[config.mk]
export PLATFORM = sky130hd
export DESIGN_NAME = if_id_buffer
export DESIGN_NICKNAME = d
export VERILOG_FILES = /design/src/rtl/if_id_buffer.sv
export SDC_FILE = /design/constraint.sdc
export NUM_CORES = 1
export LEC_CHECK = 0
export CAP_MARGIN = 5
export CORE_ASPECT_RATIO = 2
export CORE_MARGIN = 4
export CORE_UTILIZATION = 48
export CTS_CLUSTER_DIAMETER = 40
export CTS_CLUSTER_SIZE = 24
export DETAILED_ROUTE_END_ITERATION = 10
export GPL_TIMING_DRIVEN = 0
export PLACE_DENSITY = 0.83
export SLEW_MARGIN = 5
export SYNTH_ARGS = -nofsm -noshare
export SYNTH_HDL_FRONTEND = slang
export SYNTH_SLANG_ARGS = --single-unit
[constraint.sdc]
create_clock -name clk -period 8.2 [get_ports clk]
set_input_delay 1.23 -clock clk [delete_from_list [all_inputs] [get_ports clk]]
set_output_delay 1.23 -clock clk [all_outputs]
set_load 0.005 [all_outputs]
[src/rtl/if_id_buffer.sv]
// if_id_buffer: fetch-to-decode boundary of the pipelined MIPS core.
// Buffers fetched {PC, instruction} pairs in a small FIFO, presents the head
// entry to decode and tells the PC register when it may advance (readyF).
// Optional build macro IF_ID_PERF_CNT_EN adds stall/bubble cycle counters.
module if_id_buffer #(
    parameter int          DEPTH     = 2,
    parameter logic [31:0] NOP_INSTR = 32'h0000_0000
) (
    input  logic                           clk,
    input  logic                           rst,
    input  logic [31:0]                    PCF,
    input  logic [31:0]                    InstrF,
    input  logic                           validF,
    output logic                           readyF,
    input  logic                           stallD,
    input  logic                           flushD,
    output logic [31:0]                    InstrD,
    output logic [31:0]                    PCD,
    output logic [31:0]                    PCPlus4D,
    output logic                           validD,
    output logic [$clog2(DEPTH+1)-1:0]     count
`ifdef IF_ID_PERF_CNT_EN
    ,
    output logic [31:0]                    stall_cycles,
    output logic [31:0]                    bubble_cycles
`endif
);

    localparam int PTR_W = $clog2(DEPTH);
    localparam int CNT_W = $clog2(DEPTH + 1);
    localparam logic [CNT_W-1:0] FULL_CNT = CNT_W'(DEPTH);

    // Storage is never reset: occupancy alone decides what is valid.
    logic [31:0]      instr_mem_q [DEPTH];
    logic [31:0]      pc_mem_q    [DEPTH];

    logic [PTR_W-1:0] wptr_q, wptr_d;
    logic [PTR_W-1:0] rptr_q, rptr_d;
    logic [CNT_W-1:0] count_q, count_d;

    logic             enq;
    logic             deq;

    // Handshake: readyF depends only on registered occupancy, never on stallD/flushD.
    always_comb begin
        readyF = (count_q < FULL_CNT);
        validD = (count_q != '0);
        enq    = validF && readyF && !flushD;
        deq    = validD && !stallD && !flushD;
    end

    // Next-state for pointers and occupancy; a flush discards everything,
    // including a fetch presented in the same cycle.
    always_comb begin
        wptr_d  = wptr_q;
        rptr_d  = rptr_q;
        count_d = count_q;
        if (flushD) begin
            wptr_d  = '0;
            rptr_d  = '0;
            count_d = '0;
        end else begin
            if (enq) wptr_d = wptr_q + PTR_W'(1);
            if (deq) rptr_d = rptr_q + PTR_W'(1);
            unique case ({enq, deq})
                2'b10:   count_d = count_q + CNT_W'(1);
                2'b01:   count_d = count_q - CNT_W'(1);
                default: count_d = count_q;
            endcase
        end
    end

    // Control state with asynchronous active-low reset.
    always_ff @(posedge clk or negedge rst) begin
        if (!rst) begin
            wptr_q  <= '0;
            rptr_q  <= '0;
            count_q <= '0;
        end else begin
            wptr_q  <= wptr_d;
            rptr_q  <= rptr_d;
            count_q <= count_d;
        end
    end

    // Entry storage write at the tail on every accepted fetch.
    always_ff @(posedge clk) begin
        if (enq) begin
            instr_mem_q[wptr_q] <= InstrF;
            pc_mem_q[wptr_q]    <= PCF;
        end
    end

    // Decode-side view of the head entry; an empty buffer shows a NOP at PC 0.
    always_comb begin
        InstrD   = validD ? instr_mem_q[rptr_q] : NOP_INSTR;
        PCD      = validD ? pc_mem_q[rptr_q]    : 32'd0;
        PCPlus4D = PCD + 32'd4;
    end

    assign count = count_q;

`ifdef IF_ID_PERF_CNT_EN
    logic [31:0] stall_cycles_q, stall_cycles_d;
    logic [31:0] bubble_cycles_q, bubble_cycles_d;

    function automatic logic [31:0] sat_inc(input logic [31:0] v);
        return (v == 32'hFFFF_FFFF) ? v : v + 32'd1;
    endfunction

    // Counter next-state: decode stalled on a real entry, or decode starved.
    always_comb begin
        stall_cycles_d  = stall_cycles_q;
        bubble_cycles_d = bubble_cycles_q;
        if (validD && stallD && !flushD) stall_cycles_d = sat_inc(stall_cycles_q);
        if (!validD)                     bubble_cycles_d = sat_inc(bubble_cycles_q);
    end

    // Saturating performance counters, cleared by reset.
    always_ff @(posedge clk or negedge rst) begin
        if (!rst) begin
            stall_cycles_q  <= '0;
            bubble_cycles_q <= '0;
        end else begin
            stall_cycles_q  <= stall_cycles_d;
            bubble_cycles_q <= bubble_cycles_d;
        end
    end

    assign stall_cycles  = stall_cycles_q;
    assign bubble_cycles = bubble_cycles_q;
`endif

endmodule

**After elaboration in Yosys (flattened, before gate mapping)**

Memories as Yosys holds them, arrays and structs flattened.
Index checks and enable logic that the tools add are counted.

- Add/sub/neg operators: 5
- $lt $le $gt $ge: 1
- Eq/ne operators: 2
- Muxes and demuxes: 10
- Reduce and logical (&&, ||, !) cells: 10

Operators by type and width:

| operator | number |
|---|---|
| two-way mux 32 bit | 2 |
| adder 32 x 3 -> 32 bit, second input constant | 1 |
| two-way mux 1 bit | 6 |
| nonzero test 2 bit | 3 |
| logical AND 1 bit | 4 |
| one-hot mux 2 bit (2 select lines) | 1 |
| nonzero test 3 bit | 1 |
| adder 1 bit, second input constant | 2 |
| adder 2 x 1 -> 2 bit, second input constant | 1 |
| equality test 2 x 1 -> 1 bit, second input constant | 1 |
| equality test 2 bit, second input constant | 1 |
| logical NOT 1 bit | 2 |
| less-than comparator 2 bit, second input constant | 1 |
| two-way mux 2 bit | 1 |
| subtractor 2 x 1 -> 2 bit, second input constant | 1 |

- Register bits after elaboration: 4
- Memory bits (writable): 128
- Input port bits: 69
- Output and inout bits: 100
- Word-level logic and storage cells: 33
- Memories: 2

Memories:

| name | depth | bits a word | rd ports | clocked after memory_dff | write ports | RTL line | RTL |
|---|---|---|---|---|---|---|---|
| instr_mem_q | 2 | 32 | 1 | 0 | 1 | 34 | `logic [31:0] instr_mem_q [DEPTH];` |
| pc_mem_q | 2 | 32 | 1 | 0 | 1 | 35 | `logic [31:0] pc_mem_q [DEPTH];` |

**Logic depth before layout (Yosys ltp)**

- Word-level depth: 6
- Gate-level depth with buffers: 13
- Gate-level depth less buffers: 9

**Worst setup path before layout**

No wires, ideal clock.

- Path type: input port to flip-flop
- From: in validF
- To: mem instr_mem_q[0][0] (enable)
- Setup time: 579 ps
- Arrival time: 6173 ps
- Data required time: 7621 ps
- Path slack: 1448 ps
- Stages on the path: 2
- Path buffers: 0
- Cell sequence: nor2b_1 nor3b_1

- Longest elaborated chain between the ends: 4

RTL lines:

| what | RTL line | RTL |
|---|---|---|
| start: declaration | 13 | `input logic validF,` |
| logical AND 1 bit (2 in series) | 48 | `enq = validF && readyF && !flushD;` |
| two-way mux 1 bit | 88 | `if (enq) begin` |
| two-way mux 1 bit (not written as such) | 89 | `instr_mem_q[wptr_q] <= InstrF;` |
| end: declaration | 34 |  |

No other way between the ends.

**Worst setup path after layout**

- From: reg rptr_q
- To: out PCPlus4D[28]

- Longest elaborated chain between the ends: 3

RTL lines:

| what | RTL line | RTL |
|---|---|---|
| start: declaration | 38 | `logic [PTR_W-1:0] rptr_q, rptr_d;` |
| start signal: assignment | 81 | `rptr_q <= rptr_d;` |
| memory read (2 x 32 bit) | - |  |
| two-way mux 32 bit | 97 | `PCD = validD ? pc_mem_q[rptr_q] : 32'd0;` |
| adder 32 x 3 -> 32 bit | 98 | `PCPlus4D = PCD + 32'd4;` |
| end: declaration | 19 | `output logic [31:0] PCPlus4D,` |

No other way between the ends.

==> summary.txt <==
Post-cts resize count - 0
Yosys cell types - 41
Layout Skew - 0.007223 ns
DRC viols - 0
Final setup viols - 0
Port buffer count - 168
Number of fill cells - 810
Detail Route Antenna Nets - 0
Layout cells sized above 1 - 10.86%
WL final - 14,980 um
Syn_nets - 481
Capturing point of the worst reg2reg path - instr_mem_q[0][12]
CP Launch Type - register
Max-cap violations - 0
Fraction of power spent switching nets - 21.09%
Area delta synth->final - 44.09%
Core ar. - 11,840 sq um
Required time of the critical path - 6.97 ns
Area of the multi-input gates - 1755 sq um
Setup crit end kind - primary output
Clk Latency, worst-skew pair - 0.41 ns
Synth area leader - edfxtp_1
Final Max Tran Viols - 0
R2R cell count - 5
RSZ-0062 raised after global routing - false
FF-to-FF setup slack - 5.63 ns
Outcome - finished, final reports clean
Wirelength per Cell - 19.66 um
H-tree levels - 4
Final worst path period need - 5.788 ns
Critical path startpoint - rptr_q
Max VDD drop - 0.1823 mV
Clk sinks - 132
Largest net degree at the start of global routing - 35
HP Class - reg2reg
Initial DRC Count - 303
GRT Overall Usage - 21.84%
Combinational power share - 12.8%
Clk buf depth - 2
Die area - 14,150 sq um
Vias - 4,163
End of the critical path - PCPlus4D[28]
Final #Nets - 674
Register share of total power - 43.0%
Clock-pin slew on the worst setup and hold paths - 0.06 ns
Register area share after synthesis - 67.26%
Register area - 3944 sq um
LEAKAGE - 0.002896 uW
Slew margin rel. - 35.47%
Avg Cell Area, Syn - 14.27 sq um
Yosys Warn Count - 0
F_max - 172.8 MHz
Worst EP arrival - 4.56 ns
Sw power - 383.7 uW
Final hold violations - 0
Hold_ws - 0.6266 ns
Flops & latches, synth - 132
Top cells by area, synth - edfxtp_1, mux2i_1, nor2_1
Post-synthesis cell area - 5863 sq um
Critical path fanouts, max - 10
I/O Pins - 169
Rows - 56
Postcts setup bufs - 0
CP Class - reg2out
Pre-CTS setup slack - 2.837 ns
Post-detail-place hpwl - 11,350 um
Clk pwr share - 44.3%
Root buf cell - clkbuf_16
Post-synth top area share - 65.56%
R2r startpoint - count[1]
Die Y-Extent - 164.3 um
Initial DRT Pass Iterations - 5
CTS tree - done
Period utilisation layout - 70.58%
Width of the die - 86.15 um
First-pass GRT wire length - 23,210 um
Starting Density - 49.51%
Internal - 1436 uW
Final setup margin - 2.412 ns
Pwr per Cell Area - 215.4 nW/um^2
Initial antenna violation count - 0
Worst-Margin Slew - 0.9637 ns
Vias in the first global route - 4,544
Ant. Diodes - 0
Gpl congestion - 0.8768
Post-Syn Instances - 411
Num CTS Buffers - 17
Grt total ovfl - 0
Hold-fix buffers, CTS - 0
Vias/cell - 5.463
[critical path: stages (launching register included)]
cell and delay [ns]:
dfrtp_1 0.34, buf_6 0.13, buf_6 0.17, buf_4 0.21, buf_4 0.27, buf_4 0.25, buf_2 0.31, mux2i_1 0.12
nor2_1 0.18, ha_1 0.32, nor4b_2 0.35, nand2_1 0.28, nor4_1 0.49, xor2_1 0.20, clkdlybuf4s50_1 0.53
[area by class of cell]
type                       instances  area share, %
timing repair buffer             174          20.81
clock inverter                    14          2.459
inverter                           6         0.2666
tap                              145          2.148
buffer                            20          1.777
clock buffer                      18          5.080
multi-input combinational        253          20.78
sequential                       132          46.68
[synthesized netlist by cell type]
| master | number |
|---|---|
| nor2b_1 | 2 |
| a2111oi_2 | 1 |
| buf_1 | 3 |
| nand3b_4 | 1 |
| xnor2_1 | 12 |
| a211oi_4 | 1 |
| nand3_1 | 16 |
| nor4_2 | 2 |
| o21ai_0 | 6 |
| inv_1 | 6 |
| nand4_2 | 3 |
| or2_2 | 1 |
| dfrtp_1 | 4 |
| buf_12 | 1 |
| nor4b_2 | 2 |
| a221oi_1 | 1 |
| and2b_2 | 1 |
| nor3_1 | 10 |
| ha_1 | 1 |
| clkbuf_8 | 1 |
| nor3_2 | 1 |
| buf_6 | 3 |
| nor2_1 | 70 |
| mux2i_1 | 62 |
| or3_1 | 1 |
| a21oi_1 | 4 |
| a211oi_1 | 3 |
| nand2_1 | 17 |
| edfxtp_1 | 128 |
| and3b_1 | 1 |
| o21ai_1 | 1 |
| buf_2 | 6 |
| nor4_1 | 4 |
| nand4_1 | 5 |
| nand3b_1 | 3 |
| a32o_1 | 1 |
| nor3b_1 | 1 |
| mux2_2 | 1 |
| buf_4 | 5 |
| clkbuf_1 | 1 |
| xor2_1 | 18 |
[metal layers]
metal / vias up / track usage (%) / share of wire (%) / routed length, um
li1: 1913 / - / - / -
met1: 2014 / 20.35 / 32 / 4802
met2: 188 / 40.58 / 57 / 8581
met3: 48 / 6.426 / 6.1 / 911
met4: 0 / 12.90 / 4.6 / 683
met5: - / 0 / 0 / 0
[flip-flops by register name (all words and copies together), names as in the netlist]
signal,count
wptr_q,1
rptr_q,1
count,2
pc_mem_q,64
instr_mem_q,64
[stage by stage]
step           utilization, %  total power, uW  TNS [ns]  cell area, sq um  std cells
4_1_cts                 71.34             1834         0              8448        762
3_3_place_gp            65.25             1019    -78.44              7726        724
5_1_grt                 71.34             1882         0              8448        762
3_5_place_dp            65.97             1028         0              7811        730
6_report                71.34             1819         0              8448        762
2_1_floorplan               -            892.2         0              5863        411
[cell usage in the layout, fill, tap and decap left out, drive strengths merged, types with 5 or more instances in the layout]
master,netlist,final
bufinv,0,5
nor2,70,70
nor4,6,6
xnor2,12,12
xor2,18,18
nand4,8,8
clkdlybuf4s50,0,168
nor3,11,11
nand2,17,17
o21ai,7,7
clkbuf,2,20
buf,18,24
inv,6,8
edfxtp,128,128
nand3,16,16
mux2i,62,62
[kinds of logic after synthesis]
family | count (synthesis) | synth area share, %
xor gates and xnor gates | 30 | 4.481
adders and majority gates | 1 | 0.2134
AOI/OAI and AO/OA | 18 | 2.241
muxes | 63 | 10.78
buffers and inverters | 26 | 2.945
DFF | 132 | 67.26
and+or+nand+nor | 141 | 12.08
[worst min path at each step]
stage / endpoint / cells after the start / startpoint
after floorplan: wptr_q / 2 / wptr_q
after global routing: wptr_q / 2 / wptr_q
final: wptr_q / 2 / wptr_q
after global placement: wptr_q / 2 / wptr_q
after CTS: wptr_q / 2 / wptr_q
after detailed placement: wptr_q / 2 / wptr_q
[power groups by stage]
stage	combinational (uW)	clock, uW	sequential (uW)
2_1_floorplan	96.6	0	796
3_3_place_gp	221	0	798
3_5_place_dp	233	0	795
4_1_cts	235	818	782
5_1_grt	249	849	784
6_report	232	805	782
No activity file was read; power rests on OpenSTA's default activity.
